`src/rtl/spatial_encoder_scheduler_pkg.sv`:
```
// Shared constants, FSM encoding and helpers for the spatial encoder scheduler.
// No ports: imported by the arbiter and the top.
package spatial_encoder_scheduler_pkg;

  localparam int HV_DIMENSION = 64;
  localparam int DEF_NUM_MOD  = 3;
  localparam int DEF_NUM_CH   = 32;
  localparam int DEF_LEVEL_W  = 5;

  // Never returns 0 so single-entry fields still get a 1-bit port.
  function automatic int ceilLog2(input int v);
    int r;
    r = 0;
    while ((1 << r) < v) r++;
    return (r < 1) ? 1 : r;
  endfunction

  typedef enum logic [1:0] {
    S_IDLE    = 2'd0,
    S_FETCH   = 2'd1,
    S_DRAIN   = 2'd2,
    S_WAIT_HV = 2'd3
  } state_t;

endpackage

```
`src/rtl/spatial_encoder_scheduler_rr_arbiter.sv`:
```
// Round-robin arbiter: first request at/after the pointer wins.
// Ports: clk, rst, i_req (requests), i_take (grant consumed), o_gnt (one-hot), o_gnt_idx.
module spatial_encoder_scheduler_rr_arbiter
  import spatial_encoder_scheduler_pkg::*;
#(
  parameter  int N  = DEF_NUM_MOD,
  localparam int IW = ceilLog2(N)
) (
  input  logic          clk,
  input  logic          rst,
  input  logic [N-1:0]  i_req,
  input  logic          i_take,
  output logic [N-1:0]  o_gnt,
  output logic [IW-1:0] o_gnt_idx
);

  logic [IW-1:0] r_ptr;

  always_comb begin
    logic found;
    int   j;
    found     = 1'b0;
    j         = 0;
    o_gnt     = '0;
    o_gnt_idx = '0;
    for (int i = 0; i < N; i++) begin
      j = int'(r_ptr) + i;
      if (j >= N) j = j - N;
      if (!found && i_req[j]) begin
        found     = 1'b1;
        o_gnt[j]  = 1'b1;
        o_gnt_idx = IW'(j);
      end
    end
  end

  always_ff @(posedge clk) begin
    if (rst) begin
      r_ptr <= '0;
    end else if (i_take) begin
      r_ptr <= (o_gnt_idx == IW'(N - 1)) ? '0 : o_gnt_idx + 1'b1;
    end
  end

endmodule

```
`src/rtl/spatial_encoder_scheduler.sv`:
```
// Time-shares one spatial encoder between NUM_MOD modalities, one whole sample per grant.
// Ports: i_smp_* sample requests, o_mem_*/i_*_rdata ROM fetch, o_enc_*/i_enc_* encoder, o_out_* tagged result.
module spatial_encoder_scheduler
  import spatial_encoder_scheduler_pkg::*;
#(
  parameter  int NUM_MOD = DEF_NUM_MOD,
  parameter  int NUM_CH  = DEF_NUM_CH,
  parameter  int LEVEL_W = DEF_LEVEL_W,
  parameter  int HV_DIM  = HV_DIMENSION,
  localparam int IM_AW   = ceilLog2(NUM_MOD * NUM_CH),
  localparam int MW      = ceilLog2(NUM_MOD),
  localparam int CW      = ceilLog2(NUM_CH),
  localparam int SW      = NUM_CH * LEVEL_W
) (
  input  logic                       clk,
  input  logic                       rst,
  input  logic [NUM_MOD-1:0]         i_smp_valid,
  output logic [NUM_MOD-1:0]         o_smp_ready,
  input  logic [NUM_MOD*SW-1:0]      i_smp_levels,
  output logic                       o_mem_rd_en,
  output logic [IM_AW-1:0]           o_im_addr,
  output logic [LEVEL_W-1:0]         o_projm_addr,
  input  logic [HV_DIM-1:0]          i_im_rdata,
  input  logic [HV_DIM-1:0]          i_projm_rdata,
  output logic                       o_enc_din_valid,
  input  logic                       i_enc_din_ready,
  output logic [HV_DIM-1:0]          o_enc_im,
  output logic [HV_DIM-1:0]          o_enc_projm,
  input  logic                       i_enc_hv_valid,
  output logic                       o_enc_hv_ready,
  input  logic [HV_DIM-1:0]          i_enc_hv,
  output logic                       o_out_valid,
  input  logic                       i_out_ready,
  output logic [HV_DIM-1:0]          o_out_hv,
  output logic [MW-1:0]              o_out_mod
);

  state_t              r_state;
  logic [CW-1:0]       r_ch;
  logic [MW-1:0]       r_mod;
  logic [SW-1:0]       r_levels;
  logic                r_rd_en;
  logic                r_din_vld;
  logic                r_out_vld;
  logic [HV_DIM-1:0]   r_out_hv;
  logic [MW-1:0]       r_out_mod;

  logic [NUM_MOD-1:0]  w_gnt;
  logic [MW-1:0]       w_gnt_idx;
  logic                w_grant_en;
  logic                w_hv_ready;
  logic                w_hv_fire;
  logic [SW-1:0]       w_sel_levels;

  // rst gate keeps a held-high request from seeing ready during reset.
  assign w_grant_en = (r_state == S_IDLE) && (|i_smp_valid)
                    && i_enc_din_ready && !rst;

  spatial_encoder_scheduler_rr_arbiter #(
    .N (NUM_MOD)
  ) u_arb (
    .clk       (clk),
    .rst       (rst),
    .i_req     (i_smp_valid),
    .i_take    (w_grant_en),
    .o_gnt     (w_gnt),
    .o_gnt_idx (w_gnt_idx)
  );

  assign o_smp_ready  = w_grant_en ? w_gnt : '0;
  assign w_sel_levels = i_smp_levels[int'(w_gnt_idx)*SW +: SW];

  assign w_hv_ready = (r_state == S_WAIT_HV)
                    && (!r_out_vld || i_out_ready);
  assign w_hv_fire  = w_hv_ready && i_enc_hv_valid;

  assign o_mem_rd_en     = r_rd_en;
  assign o_im_addr       = IM_AW'(int'(r_mod) * NUM_CH + int'(r_ch));
  assign o_projm_addr    = r_levels[int'(r_ch)*LEVEL_W +: LEVEL_W];
  assign o_enc_din_valid = r_din_vld;
  assign o_enc_im        = i_im_rdata;
  assign o_enc_projm     = i_projm_rdata;
  assign o_enc_hv_ready  = w_hv_ready;
  assign o_out_valid     = r_out_vld;
  assign o_out_hv        = r_out_hv;
  assign o_out_mod       = r_out_mod;

  always_ff @(posedge clk) begin
    if (rst) begin
      r_state   <= S_IDLE;
      r_ch      <= '0;
      r_mod     <= '0;
      r_levels  <= '0;
      r_rd_en   <= 1'b0;
      r_din_vld <= 1'b0;
      r_out_vld <= 1'b0;
      r_out_hv  <= '0;
      r_out_mod <= '0;
    end else begin
      // ROM data lands one cycle after the read, so din_valid trails rd_en.
      r_din_vld <= r_rd_en;
      if (r_out_vld && i_out_ready) r_out_vld <= 1'b0;
      unique case (r_state)
        S_IDLE: begin
          if (w_grant_en) begin
            r_mod    <= w_gnt_idx;
            r_levels <= w_sel_levels;
            r_ch     <= '0;
            r_rd_en  <= 1'b1;
            r_state  <= S_FETCH;
          end
        end
        S_FETCH: begin
          if (r_ch == CW'(NUM_CH - 1)) begin
            r_ch    <= '0;
            r_rd_en <= 1'b0;
            r_state <= S_DRAIN;
          end else begin
            r_ch <= r_ch + 1'b1;
          end
        end
        S_DRAIN: begin
          r_state <= S_WAIT_HV;
        end
        S_WAIT_HV: begin
          if (w_hv_fire) begin
            r_out_vld <= 1'b1;
            r_out_hv  <= i_enc_hv;
            r_out_mod <= r_mod;
            r_state   <= S_IDLE;
          end
        end
        default: r_state <= S_IDLE;
      endcase
    end
  end

`ifndef SYNTHESIS
  // The encoder must take every beat of a sample without back-pressure.
  a_din_ready : assert property (
    @(posedge clk) disable iff (rst) r_din_vld |-> i_enc_din_ready
  );
`endif

endmodule

```
`config.mk`:
```
export PLATFORM = sky130hd
export DESIGN_NAME = spatial_encoder_scheduler
export DESIGN_NICKNAME = d
export VERILOG_FILES = /design/src/rtl/spatial_encoder_scheduler_pkg.sv /design/src/rtl/spatial_encoder_scheduler_rr_arbiter.sv /design/src/rtl/spatial_encoder_scheduler.sv
export SDC_FILE = /design/constraint.sdc
export NUM_CORES = 1
export LEC_CHECK = 0
export ABC_AREA = 1
export CAP_MARGIN = 20
export CORE_AREA = 3 3 350 352
export DETAILED_ROUTE_END_ITERATION = 8
export DIE_AREA = 0 0 353 355
export PLACE_DENSITY = 0.42
export SLEW_MARGIN = 20
export SYNTH_ARGS = -nofsm -noshare
export SYNTH_HDL_FRONTEND = slang
export SYNTH_SLANG_ARGS = --single-unit
```
`constraint.sdc`:
```
create_clock -name clk -period 2.3 [get_ports clk]
set_clock_uncertainty 0.05 [all_clocks]
set_input_delay 0.575 -clock clk [delete_from_list [all_inputs] [get_ports clk]]
set_output_delay 0.575 -clock clk [all_outputs]
set_load 0.03 [all_outputs]
```
=== After elaboration in Yosys (flattened, before gate mapping) ===
Cells that the tools add are included.

* Register bits: 240
* Word-level logic and storage cells: 106

* Add/sub/neg operators: 8
* Multipliers: 2
* Magnitude comparators: 9
* Equal/unequal tests: 8
* Shift-type cells: 2
* Multiplexer cells: 41
* Bitwise operators: 2
* Reductions and logical operators: 24

{| class="wikitable"
|+ Operators by type and width
! operator !! number
|-
| 480-bit by 11-bit indexed part select with 160-bit output || 1
|-
| 160-bit by 9-bit indexed part select with 5-bit output || 1
|-
| 32-bit by 1-bit >= comparator with 1-bit output, second input constant || 3
|-
| 32-bit by 4-bit < comparator with 1-bit output, second input constant || 3
|-
| 32-bit 2-to-1 mux || 3
|-
| 32-bit by 3-bit >= comparator with 1-bit output, second input constant || 2
|-
| 32-bit by 3-bit subtractor with 32-bit output, second input constant || 2
|-
| 1-bit 2-to-1 mux || 16
|-
| 2-bit 2-to-1 mux || 7
|-
| 3-bit 2-to-1 mux || 4
|-
| 1-bit logical AND || 11
|-
| 5-bit 2-to-1 mux || 2
|-
| 5-bit one-hot mux with 2 select lines || 1
|-
| 5-bit by 3-bit multiplier with 8-bit output, second input constant || 1
|-
| 2-bit one-hot mux with 4 select lines || 1
|-
| 7-bit by 5-bit adder with 7-bit output || 1
|-
| 1-bit binary-select mux with 2-bit select || 3
|-
| 1-bit demux with 2-bit select || 3
|-
| 2-bit equality test, second input constant || 3
|-
| 2-bit inequality test, second input constant || 3
|-
| 3-bit bitwise OR || 2
|-
| 2-bit AND reduction || 3
|-
| 3-bit AND reduction || 2
|-
| 5-bit by 1-bit adder with 5-bit output, second input constant || 1
|-
| other kinds (14) || 17
|}

=== Logic depth before layout (Yosys ltp) ===
* Depth after elaboration: 14
* Mapped depth: 16
* Mapped depth without buffers: 15

=== By module ===
A second synthesis with hierarchy kept.

* Cells, all modules: 2210
* Area, all modules: 14173.6 µm²

{| class="wikitable"
|+ By module, submodules not included
! module !! instances !! cells an instance !! area an instance (µm²) !! sequential area each (µm²)
|-
| spatial_encoder_scheduler || 1 || 2147 || 13802.0 || 4764.6
|-
| spatial_encoder_scheduler_rr_arbiter || 1 || 63 || 371.6 || 40.0
|}

=== Worst setup path before layout ===
Ideal clock, no wire load.

* Kind: register to output
* From: register r_ch[0]
* To: output port o_projm_addr[0]
* Data arrival time: 2227 ps
* Slack: -552 ps
* Cell stages (with the launch flop): 11
* Path buffers: 4
* Path through: dfxtp_1 -> clkbuf_1 -> inv_1 -> buf_2 -> buf_2 -> clkbuf_1 -> a21oi_1 -> o21ai_0 -> o211ai_1 -> a31oi_1 -> a21oi_1

* Longest elaborated chain between the ends: 2

{| class="wikitable"
|+ RTL lines
! element !! RTL line !! source
|-
| from (decl) || spatial_encoder_scheduler.sv:39 || <nowiki>logic [CW-1:0] r_ch;</nowiki>
|-
| from (signal assigned) || spatial_encoder_scheduler.sv:119 || <nowiki>r_ch <= r_ch + 1'b1;</nowiki>
|-
| 5-bit by 3-bit multiplier with 8-bit output || spatial_encoder_scheduler.sv:79 || <nowiki>assign o_projm_addr = r_levels[int'(r_ch)*LEVEL_W +: LEVEL_W];</nowiki>
|-
| 160-bit by 9-bit indexed part select with 5-bit output || spatial_encoder_scheduler.sv:79 ||
|-
| to (decl) || spatial_encoder_scheduler.sv:22 || <nowiki>output logic [LEVEL_W-1:0] o_projm_addr,</nowiki>
|}

No other way between the ends.

=== Worst setup path after layout ===
* From: register r_ch[0]
* To: output port o_projm_addr[3]

Same word-level chain as after synthesis.

==> flow_metrics.env <==
export IMPL_min_path_type="flip-flop to flip-flop"
export IMPL_synth_cell_types=27
export IMPL_yosysSeqAreaShare=0.289
export IMPL_finalSetupTns_ns=-37.98
export IMPL_critPathLaunch="r_ch[0]"
export IMPL_synth_warnings=0
export IMPL_die_w_um=353
export IMPL_violations="negative setup slack"
export IMPL_grt_pass1_vias=21000
export IMPL_cts_root_buffer="clkbuf_16"
export IMPL_ctsLongestPathBuffers=3
export IMPL_clock_latency_ns=0.58
export IMPL_hold_start="o_out_hv[62]"
export IMPL_cts_clk_slew_worst_paths_ns=0.06
export IMPL_crit_arrival_ns=2.50
export IMPL_syn2layout_area_growth_pct=86.6
export IMPL_start_kind="flip-flop"
export IMPL_drive_above_1_share=0.229
export IMPL_crit_fanout=6
export IMPL_dpl_hpwl_mm=75.5
export IMPL_fmax_mhz=320
export IMPL_synth_nets=3591
export IMPL_finalHoldViolations=0
export IMPL_antenna_found_initial=10
export IMPL_route_met3_wl_mm=7.12
export IMPL_p_per_area_mw_per_mm2=841
export IMPL_pwr_share_comb=0.573
export IMPL_grt_pass1_wl_mm=143
export IMPL_holdPathEnd="o_out_hv[62]"
export IMPL_dpl_instance_area_mm2=0.0256
export IMPL_firstDrtPassIters=5
export IMPL_fin_crit_sh=1.36
export IMPL_initialDrtViolationCount=1182
export IMPL_switchingPower_mw=11.0
export IMPL_p_int_mw=15.1
export IMPL_syn_avg_cell_area_um2=5.73
export IMPL_crit_required_ns=1.67
export IMPL_tightest_slew_ns=0.699
export IMPL_topRoutingLayerUsed="met5"
export IMPL_grt_overflow=0
export IMPL_p_sw_frac=0.421
export IMPL_worstHoldPathCells=2
export IMPL_fin_crit_ns=3.13
export IMPL_reg2reg_slack_ns=-0.30
export IMPL_r2r_end="r_levels[32]"
export IMPL_synth_area_mm2=0.0166
export IMPL_timing_max_cap_violations=0
export IMPL_drc_errors=0
export IMPL_wl_per_cell_um=20.3
export IMPL_seqPwrFrac=0.200
export IMPL_port_buffers=636
export IMPL_drv_slew=0
export IMPL_grt_usage=0.154
export IMPL_viasPerCell=3.94
export IMPL_vias=20600
export IMPL_ctsHtreeMaxLevel=2
export IMPL_end_kind="primary output"
export IMPL_crit_chain="inv_8 -> buf_12 -> buf_12 -> buf_12 -> buf_8 -> o21ai_2 -> a21oi_2 -> o21ai_4 -> nand3_2 -> nand2_2 -> nor2_2 -> a21oi_4 -> buf_12"
export IMPL_worstSetupPathType="flip-flop to primary output"
export IMPL_pwr_share_clk=0.228
export IMPL_cpPeakStageDelay_ns=0.38
export IMPL_grt_max_degree=82
export IMPL_status="finished with violations"
export IMPL_r2r_start="u_arb.r_ptr[0]"
export IMPL_finalInstanceArea_mm2=0.0310
export IMPL_core_mm2=0.120
export IMPL_slowest_stage="dfxtp_4"
export IMPL_place_congestion=0.821
export IMPL_fin_nets=4285
export IMPL_worst_slack_ns=-0.830
export IMPL_yosys_register_bits=240
export IMPL_start_util=0.139
export IMPL_cts_tree="done"
export IMPL_max_vdd_ir_drop_mv=0.441
export IMPL_cts_made_buffers=36
export IMPL_rsz0062_at_grt="true"
export IMPL_drtAntennaViolNets=0
export IMPL_routed_wl_mm=106
export IMPL_setup_viol=169
export IMPL_ff2ff_path_depth=20
export IMPL_die_area_mm2=0.125
export IMPL_row_count=127
export IMPL_met1_length_mm=44.0
export IMPL_relSlewSlack=0.534
export IMPL_fill_cells=13300
export IMPL_wl_met2_mm=52.9
export IMPL_worst_path_most_repeated_cell="buf_12"
export IMPL_die_h_um=355
export IMPL_ios=893
export IMPL_synth_cells=2900
export IMPL_numClockSinks=240
export IMPL_power_leakage_nw=12.6
state kept, by name, summed over array words and instances, names as in the netlist:
register and flops:
r_mod 2, o_mem_rd_en 1, r_state 2, r_ch 5, o_out_mod 2, r_levels 160, o_enc_din_valid 1, o_out_valid 1
u_arb.r_ptr 2, o_out_hv 64
cells in the final DEF, fill, tap and decap left out, types with 7 or more instances in the layout:
| cell | n |
|---|---|
| o21ai_2 | 16 |
| o21ai_0 | 129 |
| inv_1 | 497 |
| nor2_1 | 399 |
| nor2_2 | 118 |
| dfxtp_1 | 235 |
| nand3_2 | 38 |
| clkdlybuf4s50_1 | 583 |
| o21ai_1 | 28 |
| nand3_1 | 302 |
| nor2_4 | 108 |
| clkbuf_16 | 53 |
| dlygate4sd2_1 | 23 |
| ha_1 | 7 |
| nand2_1 | 335 |
| dlymetal6s2s_1 | 12 |
| buf_16 | 27 |
| nand2_2 | 21 |
| nand2_4 | 19 |
| clkinv_2 | 7 |
| a21oi_2 | 43 |
| buf_8 | 19 |
| buf_4 | 179 |
| nand3_4 | 12 |
| o211ai_1 | 7 |
| buf_12 | 72 |
| a21oi_1 | 215 |
| buf_6 | 39 |
per-stage QoR:
step	std cells	setup WS, ns	total power, mW	hold slack, ns	utilization
after floorplan	2900	-0.0529	10.8	0.430	-
after global placement	5053	-0.624	15.8	0.411	0.214
after detailed placement	5053	-0.629	15.7	0.422	0.214
after CTS	5193	-0.957	24.6	0.430	0.246
after global routing	5234	-0.949	27.7	0.447	0.259
final	5236	-0.830	26.1	0.426	0.259
routing by layer:
metal,track usage,up-vias
li1,-,10200
met1,0.183,9636
met2,0.274,630
met3,0.0391,158
met4,0.0400,6
met5,0,-
power by group through the flow:
stage          sequential, mW  clock (mW)  combinational [mW]
2_1_floorplan            5.35           0                5.44
3_3_place_gp             5.28           0                10.5
3_5_place_dp             5.28           0                10.5
4_1_cts                  5.20        6.19                13.3
5_1_grt                  5.27        6.33                16.1
6_report                 5.21        5.94                14.9
area by class of cell:
type                            count  area, um2  share of cell area
Timing Repair inverter              1       8.76            0.000282
Multi-Input combinational cell   1829      10100               0.326
Inverter                          514       1960              0.0632
Clock buffer                       47       1000              0.0323
Clock inverter                     16        219             0.00706
Timing Repair Buffer              972      10900               0.351
Tap cell                         1612       2020              0.0650
Antenna cell                        5       12.5            0.000403
Sequential cell                   240       4820               0.155
cell usage after synthesis:
cell type / count / area share
ha_1: 11 / 0.0083
inv_2: 7 / 0.0016
nor3_1: 5 / 0.0015
a31oi_1: 5 / 0.0019
nor2_1: 624 / 0.14
o21ai_1: 2 / 0.00060
a21oi_1: 263 / 0.079
nand4_1: 2 / 0.00075
and2_1: 2 / 0.00075
nand3_2: 3 / 0.0018
o21ai_0: 174 / 0.052
or2_2: 1 / 0.00038
nand3_1: 349 / 0.11
clkinv_1: 2 / 0.00045
buf_4: 145 / 0.065
inv_1: 505 / 0.11
nor2_4: 1 / 0.00068
nand2_1: 373 / 0.084
o211ai_1: 7 / 0.0032
o31a_1: 1 / 0.00053
clkbuf_1: 93 / 0.021
buf_6: 4 / 0.0027
and3_1: 1 / 0.00038
buf_2: 62 / 0.019
buf_1: 14 / 0.0032
dfxtp_1: 240 / 0.29
nand2_2: 4 / 0.0015
what timing repair did:
item                       4_1_cts  5_1_grt
setup endpoints to repair      196      190
setup buffers                   62       33
pin swaps                       65      144
hold endpoints to repair         0        0
cloned                          21       19
hold buffers                     0        0
resized for setup              496      294
kinds of logic (layout without fill, tap and decap cells):
family	after synthesis	count (layout)	share of synthesized area
simple gates	1365	1366	0.338
buf+inv	832	1550	0.227
compound gates	452	452	0.138
flops	240	240	0.289
fa+ha+maj	11	11	0.00828
other cells	0	5	0
critical path: cells and delay by family (launching register included):
| family | cells | cell delay [ns] |
|---|---|---|
| and+or+nand+nor | 3 | 0.24 |
| AOI/OAI and AO/OA | 4 | 0.56 |
| DFF | 1 | 0.38 |
| buffers and inverters | 6 | 0.72 |
how the worst max path moves through the flow:
stage                 endpoint  cells past startpoint
2_1_floorplan  o_projm_addr[0]                      9
3_3_place_gp   o_projm_addr[3]                     12
3_5_place_dp      r_levels[27]                     13
4_1_cts        o_projm_addr[0]                     13
5_1_grt        o_projm_addr[3]                     12
6_report       o_projm_addr[3]                     13
(Power assumes the default switching activity.)
